## src/rtl/shreg_pkg.sv

```systemverilog
// Shared types for the universal shift register: op codes, FSM states and op classification.
// Rotate support is controlled by the SHREG_ROTATE_EN macro.
package shreg_pkg;

    localparam int OP_W = 3;

    typedef enum logic [OP_W-1:0] {
        OP_HOLD = 3'd0,
        OP_LOAD = 3'd1,
        OP_SHL  = 3'd2,
        OP_SHR  = 3'd3,
        OP_ASR  = 3'd4,
        OP_ROL  = 3'd5,
        OP_ROR  = 3'd6,
        OP_RSVD = 3'd7
    } op_e;

    typedef enum logic [1:0] {
        ST_IDLE = 2'd0,
        ST_RUN  = 2'd1,
        ST_DONE = 2'd2
    } state_e;

    // True for ops that walk through RUN one bit per step; everything else is a HOLD.
    function automatic logic is_step_op(input op_e op);
        logic w_res;
        w_res = 1'b0;
        case (op)
            OP_SHL, OP_SHR, OP_ASR: w_res = 1'b1;
`ifdef SHREG_ROTATE_EN
            OP_ROL, OP_ROR:         w_res = 1'b1;
`endif
            default:                w_res = 1'b0;
        endcase
        return w_res;
    endfunction

endpackage

```

## src/rtl/shreg_step.sv

```systemverilog
// Combinational single-bit step network: next register value and the bit pushed out.
// Rotate paths exist only when SHREG_ROTATE_EN is defined.
module shreg_step
    import shreg_pkg::*;
#(
    parameter int WIDTH = 8
) (
    input  logic [WIDTH-1:0] i_out,
    input  op_e              i_op,
    input  logic             i_sin_l,
    input  logic             i_sin_r,
    output logic [WIDTH-1:0] o_next,
    output logic             o_bit
);

    always_comb begin
        o_next = i_out;
        o_bit  = 1'b0;
        case (i_op)
            OP_SHL: begin
                o_next = {i_out[WIDTH-2:0], i_sin_l};
                o_bit  = i_out[WIDTH-1];
            end
            OP_SHR: begin
                o_next = {i_sin_r, i_out[WIDTH-1:1]};
                o_bit  = i_out[0];
            end
            OP_ASR: begin
                o_next = {i_out[WIDTH-1], i_out[WIDTH-1:1]};
                o_bit  = i_out[0];
            end
`ifdef SHREG_ROTATE_EN
            OP_ROL: begin
                o_next = {i_out[WIDTH-2:0], i_out[WIDTH-1]};
                o_bit  = i_out[WIDTH-1];
            end
            OP_ROR: begin
                o_next = {i_out[0], i_out[WIDTH-1:1]};
                o_bit  = i_out[0];
            end
`endif
            default: begin
                o_next = i_out;
                o_bit  = 1'b0;
            end
        endcase
    end

endmodule

```

## src/rtl/universal_shift_reg.sv

```systemverilog
// Multi-mode shift engine: load / shift / arithmetic shift / rotate by 0..WIDTH-1, one bit per enabled clock.
// Rotate ops (5/6) are built only with SHREG_ROTATE_EN; otherwise they complete as HOLD.
module universal_shift_reg
    import shreg_pkg::*;
#(
    parameter int WIDTH   = 8,
    parameter int SHAMT_W = $clog2(WIDTH)
) (
    input  logic               clk,
    input  logic               rstn,
    input  logic               en,
    input  logic               start,
    input  logic [OP_W-1:0]    op,
    input  logic [SHAMT_W-1:0] amt,
    input  logic [WIDTH-1:0]   din_par,
    input  logic               sin_l,
    input  logic               sin_r,
    output logic [WIDTH-1:0]   out,
    output logic               sout,
    output logic               busy,
    output logic               done
);

    // Handshake: start is sampled only in IDLE on an edge where en=1; once accepted the
    // engine reports busy until IDLE is re-entered, and done is a one-cycle strobe
    // (stretched only by en=0) marking completion. There is no request queue.

    state_e               r_state;
    state_e               w_state_nxt;
    op_e                  r_op;
    logic [SHAMT_W-1:0]   r_cnt;
    logic [WIDTH-1:0]     r_out;
    logic                 r_sout;

    op_e                  w_op_in;
    logic                 w_accept;
    logic                 w_load;
    logic                 w_arm;
    logic                 w_step;
    logic                 w_last;
    logic [WIDTH-1:0]     w_next;
    logic                 w_bit;

    assign w_op_in = op_e'(op);
    assign w_last  = (r_cnt == SHAMT_W'(1));

    shreg_step #(
        .WIDTH (WIDTH)
    ) u_step (
        .i_out   (r_out),
        .i_op    (r_op),
        .i_sin_l (sin_l),
        .i_sin_r (sin_r),
        .o_next  (w_next),
        .o_bit   (w_bit)
    );

    always_ff @(posedge clk or negedge rstn) begin
        if (!rstn) begin
            r_state <= ST_IDLE;
        end else begin
            r_state <= w_state_nxt;
        end
    end

    always_comb begin
        w_state_nxt = r_state;
        w_accept    = 1'b0;
        w_load      = 1'b0;
        w_arm       = 1'b0;
        w_step      = 1'b0;
        busy        = (r_state != ST_IDLE);
        done        = (r_state == ST_DONE);
        case (r_state)
            ST_IDLE: begin
                if (en && start) begin
                    w_accept = 1'b1;
                    if (w_op_in == OP_LOAD) begin
                        w_load      = 1'b1;
                        w_state_nxt = ST_DONE;
                    end else if (is_step_op(w_op_in) && (amt != '0)) begin
                        w_arm       = 1'b1;
                        w_state_nxt = ST_RUN;
                    end else begin
                        w_state_nxt = ST_DONE;
                    end
                end
            end
            ST_RUN: begin
                if (en) begin
                    w_step = 1'b1;
                    if (w_last) begin
                        w_state_nxt = ST_DONE;
                    end
                end
            end
            ST_DONE: begin
                if (en) begin
                    w_state_nxt = ST_IDLE;
                end
            end
            default: begin
                w_state_nxt = ST_IDLE;
            end
        endcase
    end

    always_ff @(posedge clk or negedge rstn) begin
        if (!rstn) begin
            r_op   <= OP_HOLD;
            r_cnt  <= '0;
            r_out  <= '0;
            r_sout <= 1'b0;
        end else begin
            if (w_accept) begin
                r_op <= w_op_in;
            end
            if (w_load) begin
                r_out <= din_par;
            end
            if (w_arm) begin
                r_cnt <= amt;
            end
            if (w_step) begin
                r_out  <= w_next;
                r_sout <= w_bit;
                r_cnt  <= r_cnt - SHAMT_W'(1);
            end
        end
    end

    assign out  = r_out;
    assign sout = r_sout;

    a_run_cnt_nonzero: assert property (@(posedge clk) disable iff (!rstn)
        (r_state == ST_RUN) |-> (r_cnt != '0));

    a_done_implies_busy: assert property (@(posedge clk) disable iff (!rstn)
        done |-> busy);

endmodule

```

## config.mk

```make
export PLATFORM = sky130hd
export DESIGN_NAME = universal_shift_reg
export DESIGN_NICKNAME = d
export VERILOG_FILES = /design/src/rtl/shreg_pkg.sv /design/src/rtl/shreg_step.sv /design/src/rtl/universal_shift_reg.sv
export SDC_FILE = /design/constraint.sdc
export NUM_CORES = 1
export LEC_CHECK = 0
export ABC_AREA = 1
export BUFFER_PORTS_ARGS = -buffer_cell sky130_fd_sc_hd__buf_4
export CORE_UTILIZATION = 37
export CTS_CLUSTER_DIAMETER = 100
export DETAILED_ROUTE_END_ITERATION = 8
export GPL_TIMING_DRIVEN = 0
export PLACE_DENSITY_LB_ADDON = 0.05
export REMOVE_ABC_BUFFERS = 1
export SYNTH_ARGS = -nofsm -noshare
export SYNTH_HDL_FRONTEND = slang
export SYNTH_SLANG_ARGS = --single-unit
```

## constraint.sdc

```tcl
create_clock -name clk -period 1.3 [get_ports clk]
set_input_delay 0.065 -clock clk [delete_from_list [all_inputs] [get_ports clk]]
set_output_delay 0.065 -clock clk [all_outputs]
set_load 0.05 [all_outputs]
```

# Yosys cells after proc, flatten, opt, wreduce, memory -nomap -nowiden
# Cells that the tools add are included.
# word_totals
register_bits,17
in_bits,20
wordCells,64
# op_classes
addsub,1
eq_ne,17
n_mux,28
n_reduce_logical,12
# op_table
op,n
one-hot mux 8 bit (3 select lines),1
2-to-1 mux 8 bit,2
2-to-1 mux 1 bit,15
equality test 3 x 2 -> 1 bit (second input constant),4
2-to-1 mux 2 bit,6
inequality test 2 bit (second input constant),5
equality test 3 x 1 -> 1 bit (second input constant),2
equality test 3 bit (second input constant),2
2-to-1 mux 3 bit,2
one-hot mux 2 bit (3 select lines),1
nonzero test 2 bit,3
inequality test 4 x 1 -> 1 bit (second input constant),1
AND reduction 4 bit,1
inequality test 3 x 1 -> 1 bit (second input constant),1
AND reduction 3 bit,1
nonzero test 3 bit,1
OR reduction 3 bit,1
subtractor 3 x 1 -> 3 bit (second input constant),1
equality test 2 x 1 -> 1 bit (second input constant),1
equality test 2 bit (second input constant),1
logical AND 1 bit,2
logical NOT 2 bit,1
one-hot mux 1 bit (2 select lines),1
AND reduction 2 bit,1
OR reduction 2 bit,1

# Depth between registers and ports, before layout
# Gate-level depths: netlist of the first run.
# logic_depth
word_depth,13
depth_mapped,8

# Hierarchy
# From an unflattened synthesis of the first run, not the netlist that was laid out.
# unflattened
cells_unflattened,181
area_unflattened_um2,1213.7
# modules_own_cells
mod,n_inst,cells_each,area_each_um2,seq_area_each_um2
universal_shift_reg,1,139,1008.5,425.4
shreg_step,1,42,205.2,0.0

# Worst setup path before layout of the first run
# No wires, ideal clock.
# synth_path
path_type,register to register
from,register r_state[1]
to,register r_cnt[0]
setup_time_ns,0.117
arrival_time_ns,1.241
required_ns,1.183
slack_ns,-0.057
path_stages_with_launch,7
n_path_buf,0
synth_period_minus_slack_ns,1.357
cell_sequence,dfrtp_1 inv_1 nand2_2 nor2_4 nand4_2 nand3_1 nand2_1
# synth_between
elab_chain_len,3
elab_cells_between_ends,6
cone_classes,1 x eq/ne; 3 x mux; 2 x reduce/logical
# synth_lines
item,line,source
from (decl),universal_shift_reg.sv:28,state_e r_state;
from (signal assigned),universal_shift_reg.sv:62,r_state <= w_state_nxt;
equality test 2 x 1 -> 1 bit or logical NOT 2 bit (tied branches),universal_shift_reg.sv:74,case (r_state)
2-to-1 mux 1 bit,universal_shift_reg.sv:74,
2-to-1 mux 3 bit or nonzero test 2 bit (tied branches),-,
to (signal assigned),universal_shift_reg.sv:122,r_cnt <= amt;
to (signal assigned),universal_shift_reg.sv:127,r_cnt <= r_cnt - SHAMT_W'(1);
to (decl),universal_shift_reg.sv:31,logic [SHAMT_W-1:0] r_cnt;
# Parallel ways exist; a longest one is shown, timed or not.
# A chain may end at the register's enable or synchronous reset.

# Final worst setup path of the first run
# layout_path
from,register r_state[1]
to,register r_out[7] (netlist: out[7])
# layout_between
elab_chain_len,4
elab_cells_between_ends,9
cone_classes,3 x eq/ne; 3 x mux; 3 x reduce/logical
# layout_lines
item,line,source
equality test 2 x 1 -> 1 bit or logical NOT 2 bit (tied branches),universal_shift_reg.sv:74,
2-to-1 mux 1 bit,universal_shift_reg.sv:74,
inequality test 3 x 1 -> 1 bit (no line) (tied with other cells),-,
AND reduction 3 bit (no line),-,
to (signal assigned),universal_shift_reg.sv:119,r_out <= din_par;
to (signal assigned),universal_shift_reg.sv:125,r_out <= w_next;
to (decl),universal_shift_reg.sv:32,logic [WIDTH-1:0] r_out;
# Parallel ways exist; a longest one is shown, timed or not.

==> results of run 1 <==
-- Yosys cell counts, drive strengths merged --
cell / number / area share
o21bai: 1 / 0.0061
nor3: 1 / 0.0041
nand3: 29 / 0.13
ha: 2 / 0.020
inv: 27 / 0.082
clkinv: 1 / 0.0031
buf: 2 / 0.018
o21ai: 12 / 0.049
a21oi: 6 / 0.037
nand4: 3 / 0.025
nor2: 8 / 0.045
nand2: 70 / 0.23
xnor2: 1 / 0.0071
dfrtp: 17 / 0.35
-- cells by family after synthesis --
group           Yosys count  share of synthesized area
buf+inv                  30                      0.104
fa+ha+maj                 2                     0.0204
xor+xnor                  1                    0.00713
compound gates           19                     0.0917
flops                    17                      0.346
simple gates            111                      0.431
-- state kept, by name (all words and copies together) (netlist names) --
signal and count:
out 8, r_cnt 3, r_op 3, r_state 2, sout 1
-- layout make-up --
cell class              count  area (µm²)
clock buffers               3        22.5
clock inverters             1        5.00
fillers                   327        1330
inverters                  28         108
multi-input cells         134         767
flip-flops and latches     17         432
well taps                  44        55.1
repair buffers             46         380
-- what timing repair did --
| item | 4_1_cts | 5_1_grt |
|---|---|---|
| pin swaps | 6 | 2 |
| gates resized for setup | 16 | 11 |
| hold buffers | 3 | 0 |
| setup buffers | 7 | 6 |
| gates cloned | 1 | 0 |
| hold endpoints to repair | 19 | 0 |
| setup endpoints to repair | 12 | 16 |
-- through the flow --
step / std cells / TNS, ps
4_1_cts: 267 / -10.7
6_report: 273 / -96.9
2_1_floorplan: 178 / -194
3_5_place_dp: 252 / -1930
3_3_place_gp: 252 / -1510
5_1_grt: 273 / -1520
-- per-layer routing --
metal / vias to the layer above / global-route usage
met5: - / 0
met4: 0 / 0.0764
met3: 4 / 0.0284
met2: 33 / 0.323
met1: 576 / 0.276
li1: 668 / -
-- tightest hold or removal path: stages --
cell and delay [ps]:
buf_4 110, nand2_1 50, o21ai_1 70
-- cells in the final DEF, fill, tap and decap left out, types with 4 or more instances in the layout --
cell type / n
buf_6: 4
nand3_1: 26
dfrtp_1: 12
inv_2: 4
inv_1: 22
o21ai_1: 6
nand2_2: 4
dfrtp_2: 5
o21ai_0: 5
buf_4: 38
nor2_4: 5
a21oi_1: 4
nand2_1: 64
-- final timing paths --
path	cells after the start	end	start
setup / recovery	8	out[7]	r_state[1]
hold / removal	3	r_op[0]	op[0]
setup reg to reg	8	out[7]	r_state[1]
hold reg to reg	2	out[4]	out[4]
max in group asynchronous	2	r_state[0]	rstn
min in group asynchronous	2	r_op[0]	rstn
-- power breakdown --
| group | switching (µW) | internal [µW] |
|---|---|---|
| Sequential | 269 | 782 |
| Clock | 181 | 115 |
| Combinational | 1670 | 986 |
==> metrics.cfg, run 1 <==
[route]
wirelength_um = 3200
wl_met2_um = 1520
dr_wl_met3_um = 118
ant_nets = 0
wl_per_cell_um = 11.7
wl_met1_um = 1520
drtIter0Drc = 54
dr.pass1.iters = 4
vias_per_cell = 4.69
vias = 1281
top_layer = met4
drc = 0

[worst_hold_path]
hp-class = input pin to flop

[clock_network]
htree_num_levels = 1
cts_made_buffers = 3
cts_root_buf = clkbuf_4
cts_tree = built
clk_pin_slew_ps = 110
cts_max_path_buffers = 2
insertion_delay_ps = 300
cts.sinks = 17

[setup_path]
slowest_delay_ps = 490
arrival_ps = 1530
critPathCaptureType = flop
path_class = flop to flop
worst_setup_path_start_kind = flop
crit_chain = inv_1, nand2_1, nor2_4, nand2_1, inv_1, a21oi_1, nand2_1, nand2_1
crit_required_ps = 1490
crit_slowest_cell = dfrtp_2
critPathBufInv = 2
path_delay_family = simple AND/OR/NAND/NOR gates
rrSetupSlack_ps = -40
crit_path_max_fanout = 8
cp_common_cell = nand2_1

[die]
die_w_um = 59.6
die_h_um = 59.6
io_pins = 31
dieArea_um2 = 3560
start_util = 0.396
std_cell_rows = 20
core_area_um2 = 3100

[sta]
setup_viol = 7
hold_viol_final = 0
rsz0062_at_grt = yes
relSlewSlack = 0.800
clock_skew_ps = 9.25
whs_ps = 23.7
fmax_mhz = 745
finalCritPeriodShare = 1.03
drv_slew = 0
fin_ws_ps = -42.6
min_period_ps = 1340
worstMarginPinSlew_ps = 299

[global_routing]
grt_max_degree = 18
gr-total-overflow = 0
grt_pass1_vias = 1151
grt.total_usage = 0.202
grt_pass1_wl_um = 5260
antenna_found_initial = 0

[status]
violations = setup timing
status = finished with violations

[logic_synthesis]
syn_area_per_cell_um2 = 6.83
yosysWarnings = 0
ys_seq_area_frac = 0.346
ys_types = 24
syn_area_um2 = 1230
ys_seq_elements = 17
synthCells = 180

[layout]
diodes = 0
fin_util = 0.570
final_area_um2 = 1770
area_growth_pct = 44.0
final_nets = 252
drive_above_1_share = 0.341

[place]
dp_hpwl_um = 2160
dpl-instance-area_um2 = 1490
dp_slack_ps = -221
place_congestion = 0.814
portBuffers = 30

[pwr]
vdd_drop_max_uv = 879
p_total_uw = 4010
p_leak_uw = 0.000935
power.density_nw_per_um2 = 2260

[run]
max_cap_viol_count = 0

(Power assumes the default switching activity.)
==> run 2: changes to the inputs <==
SKIP_LAST_GASP = 1   (was unset)
==> run 2 against run 1 <==
  * The flow still finishes with violations (setup timing)
  * Design area is 0.28% lower
  * Setup slack gained 1.5 ps
  * Final cell count is the same
  * Global-route usage is the same
  * Sequential cell count unchanged
  * Critical endpoint unchanged
==> metrics.cfg, run 2 (synthesis results as in run 1) <==
[sta]
fmax_mhz = 746
worstMarginPinSlew_ps = 299
hold_viol_final = 0
clock_skew_ps = 10.7
rsz0062_at_grt = yes
fin_ws_ps = -41.1
drv_slew = 0
min_period_ps = 1340
relSlewSlack = 0.800
finalCritPeriodShare = 1.03
setup_viol = 7

[layout]
final_common_cell = nand2_1
n_fill_cell = 330
largest_reg_flops = 8
final_area_um2 = 1760
final_nets = 252
area_growth_pct = 43.6
diodes = 0
layout.cells.non_filler = 273
mostFrequentLayoutCells = 64 x nand2_1, 39 x buf_4, 26 x nand3_1
drive_above_1_share = 0.336

[global_routing]
grt_pass1_vias = 1151
antenna_found_initial = 0
gr-total-overflow = 0
grt.total_usage = 0.202
grt_max_degree = 18
grt_pass1_wl_um = 5260

[run]
max_cap_viol_count = 0

[die]
start_util = 0.396
std_cell_rows = 20
die_h_um = 59.6
io_pins = 31
core_area_um2 = 3100
dieArea_um2 = 3560
die_w_um = 59.6

[status]
violations = setup timing
status = finished with violations

[clock_network]
cts_max_path_buffers = 2
cts_made_buffers = 3
cts_root_buf = clkbuf_4
htree_num_levels = 1
cts.sinks = 17
insertion_delay_ps = 300
clk_pin_slew_ps = 110
cts_tree = built

[setup_path]
cp_common_cell = nand2_1
critPathBufInv = 2
slowest_delay_ps = 490
arrival_ps = 1530
critPathCaptureType = flop
path_class = flop to flop
worst_setup_path_start_kind = flop
crit_path_max_fanout = 8
crit_chain = inv_1, nand2_1, nor2_4, nand2_1, inv_1, a21oi_1, nand2_1, nand2_1
path_delay_family = simple AND/OR/NAND/NOR gates
crit_required_ps = 1490
crit_slowest_cell = dfrtp_2

[place]
dp_hpwl_um = 2160
portBuffers = 30
dp_cells = 252
dpl-instance-area_um2 = 1490
place_congestion = 0.814

[worst_hold_path]
hp-class = input pin to flop

[pwr]
p_leak_uw = 0.000935
power.density_nw_per_um2 = 2260
vdd_drop_max_uv = 880

[route]
wl_per_cell_um = 11.6
vias = 1282
vias_per_cell = 4.70
ant_nets = 0
drc = 0
wirelength_um = 3180
dr.pass1.iters = 4
drtIter0Drc = 53

run 2: cell counts in the layout (fill, tap and decap cells not counted):
No cell type changed its count.
run 2: area by class of cell:
class                      instances  area, µm²  area share
inverter                          28        108      0.0610
multi-input combinational        134        767       0.435
timing repair buffer              46        377       0.213
tap                               44       55.1      0.0312
sequential                        17        430       0.244
clock inverter                     1       5.00     0.00284
clock buffer                       3       22.5      0.0128
run 2: routing by layer:
| metal | vias to the layer above | GRT usage | wire, µm |
|---|---|---|---|
| met2 | 27 | 0.323 | 1520 |
| met4 | 0 | 0.0764 | 36 |
| met3 | 4 | 0.0284 | 116 |
| li1 | 669 | - | - |
| met5 | - | 0 | 0 |
| met1 | 582 | 0.276 | 1510 |
run 2: power by group:
group,internal [µW],switching [µW]
Sequential,779,269
Combinational,975,1670
Clock,115,183
Total,1870,2120
run 2: repair_timing:
action / CTS / global route
buffers inserted: 7 / 6
pin swaps: 6 / 2
hold buffers: 3 / 0
setup endpoints to repair: 12 / 16
endpoints found under the hold margin: 19 / 0
cloned: 1 / 0
gates resized for setup: 16 / 9
run 2: through the flow:
stage | utilization | setup WS (ps) | TNS, ps | power [µW] | hold slack [ps]
after floorplan | - | -64.6 | -194 | 2620 | -231
after detailed placement | 0.479 | -221 | -1930 | 3200 | -51.7
final | 0.569 | -41.1 | -148 | 3990 | 24.3
after global placement | 0.479 | -182 | -1510 | 3170 | -54.8
after global routing | 0.569 | -143 | -1580 | 4320 | 39.6
after CTS | 0.545 | -4.19 | -10.7 | 3810 | 9.48
run 2: final timing paths:
| check | start | to | slack, ps | cells past startpoint |
|---|---|---|---|---|
| max in group asynchronous | rstn | r_state[0] | 940 | 2 |
| worst max-delay path | r_state[1] | out[7] | -40 | 8 |
| worst min-delay path | op[0] | r_op[0] | 20 | 3 |
| worst max register to register | r_state[1] | out[7] | -40 | 8 |
| min in group asynchronous | rstn | r_op[0] | 150 | 2 |
| worst min register to register | out[4] | out[4] | 520 | 2 |
run 2: worst register-to-register path, stage by stage (launching register included):
cell     delay (ps)
dfrtp_2         490
inv_1           130
nand2_1         100
nor2_4          210
nand2_1          90
inv_1            60
a21oi_1          60
nand2_1          60
nand2_1          50
==> run 3: changes to the inputs <==
clock period = 1.4 ns   (was 1.3 ns; I/O delays follow)
==> run 3 against run 2 <==
  * The run now ends clean
  * Critical path depth unchanged
  * Sequential cell count stayed put
  * Sequential power fell by 9%
  * Design area fell by 3.0%
  * Final cell count down 0.37%
  * Non-clock buffer count fell by 2
  * Sequential share of layout area is 0.82 points higher
  * Die area did not move
  * Maximum frequency is 2.0% higher
  * Worst hold slack better by 3.3 ps
  * Global-route usage is 2.0 points lower
  * Critical path type unchanged
  * Largest cell class unchanged
==> metrics.cfg, run 3 (synthesis results as in run 1) <==
[global_routing]
grt_pass1_wl_um = 4830
grt.total_usage = 0.182
grt_max_degree = 24
grt_pass1_vias = 1115
gr-total-overflow = 0
antenna_found_initial = 0

[sta]
whs_ps = 27.6
min_period_ps = 1310
fmax_mhz = 761
fin_ws_ps = 85.4
drv_slew = 0
worstMarginPinSlew_ps = 299
rsz0062_at_grt = yes
hold_viol_final = 0
clock_skew_ps = 7.63
finalCritPeriodShare = 0.939
setup_viol = 0
relSlewSlack = 0.801

[die]
die_w_um = 59.6
io_pins = 31
core_area_um2 = 3100
start_util = 0.396
dieArea_um2 = 3560
std_cell_rows = 20
die_h_um = 59.6

[layout]
final_nets = 251
layout.cells.non_filler = 272
drive_above_1_share = 0.338
diodes = 0
area_growth_pct = 39.3
final_area_um2 = 1710
n_fill_cell = 336
largest_reg_flops = 8
mostFrequentLayoutCells = 65 x nand2_1, 42 x buf_4, 26 x nand3_1
final_common_cell = nand2_1

[clock_network]
clk_pin_slew_ps = 110
htree_num_levels = 1
insertion_delay_ps = 300
cts_made_buffers = 3
cts.sinks = 17
cts_tree = built
cts_root_buf = clkbuf_4
cts_max_path_buffers = 2

[worst_hold_path]
hp-class = input pin to flop
hold_path_depth = 3

[route]
drtIter0Drc = 82
ant_nets = 0
drc = 0
vias_per_cell = 4.74
dr.pass1.iters = 4
wirelength_um = 3220
vias = 1290
wl_per_cell_um = 11.8

[pwr]
p_total_uw = 3620
seq_power_share = 0.265
p_leak_uw = 0.000913
intPower_uw = 1670
power.density_nw_per_um2 = 2110
switching_share = 0.538
comb_power_share = 0.658
vdd_drop_max_uv = 779
p_clk_frac = 0.076
power_switching_uw = 1940

[setup_path]
reg2reg_depth = 8
critPathCaptureType = flop
crit_path_max_fanout = 11
rrSetupSlack_ps = 90
path_class = flop to flop
worst_setup_path_start_kind = flop
arrival_ps = 1520
crit_required_ps = 1610

[place]
dp_hpwl_um = 2160
dp_cells = 252
dp_slack_ps = -121
dpl-instance-area_um2 = 1490
portBuffers = 30
place_congestion = 0.814

[run]
max_cap_viol_count = 0

[status]
status = finished clean

run 3: changes by cell type in the layout (fill, tap and decap cells not counted), sizes merged:
cell	delta
buf	-1
dlygate4sd3	-1
nand3	+1
run 3: worst max-delay path, stage by stage, from the launching register on:
cell and delay, ps:
dfrtp_2 410, inv_2 70, nor2_4 230, buf_4 170, nand2_4 100, nand2_1 80
o21ai_1 60, nand2_1 60, nand2_1 40
run 3: final timing paths:
| kind | start | to |
|---|---|---|
| worst max-delay path | r_state[0] | r_cnt[0] |
| worst min register to register | out[4] | out[4] |
| min in group asynchronous | rstn | r_op[0] |
| worst max register to register | r_state[0] | r_cnt[0] |
| worst min-delay path | op[2] | r_op[2] |
| max in group asynchronous | rstn | r_state[0] |
run 3: area by class of cell:
class / count / area, µm² / area share
multi-input combinational: 135 / 757 / 0.442
timing repair buffer: 44 / 335 / 0.196
clock buffer: 3 / 22.5 / 0.0132
clock inverter: 1 / 5.00 / 0.00292
inverter: 28 / 105 / 0.0614
tap: 44 / 55.1 / 0.0322
sequential: 17 / 432 / 0.252
run 3: metrics by stage:
stage | utilization | TNS, ps
after floorplan | - | 0
after global placement | 0.479 | -583
after detailed placement | 0.479 | -906
after CTS | 0.493 | 0
after global routing | 0.552 | -60.9
final | 0.552 | 0
run 3: power by group through the flow:
stage	Sequential, µW	Combinational [µW]	Clock, µW
finish	960	2380	276
global route	991	2620	306
CTS	945	2030	283
detailed placement	957	2020	0
global placement	947	2000	0
floorplan	1290	1140	0
run 3: metal layers:
metal,global-route usage,share of wire
met3,0.0284,0.036
met5,0,0
met2,0.292,0.49
met4,0.0864,0.0056
met1,0.238,0.47
run 3: timing repair:
action	in CTS	in global routing
endpoints found under the setup margin	8	12
gates cloned	0	2
resized for setup	1	16
pin swaps	1	6
hold endpoints to repair	17	1
setup buffers	0	12
hold buffers	1	1
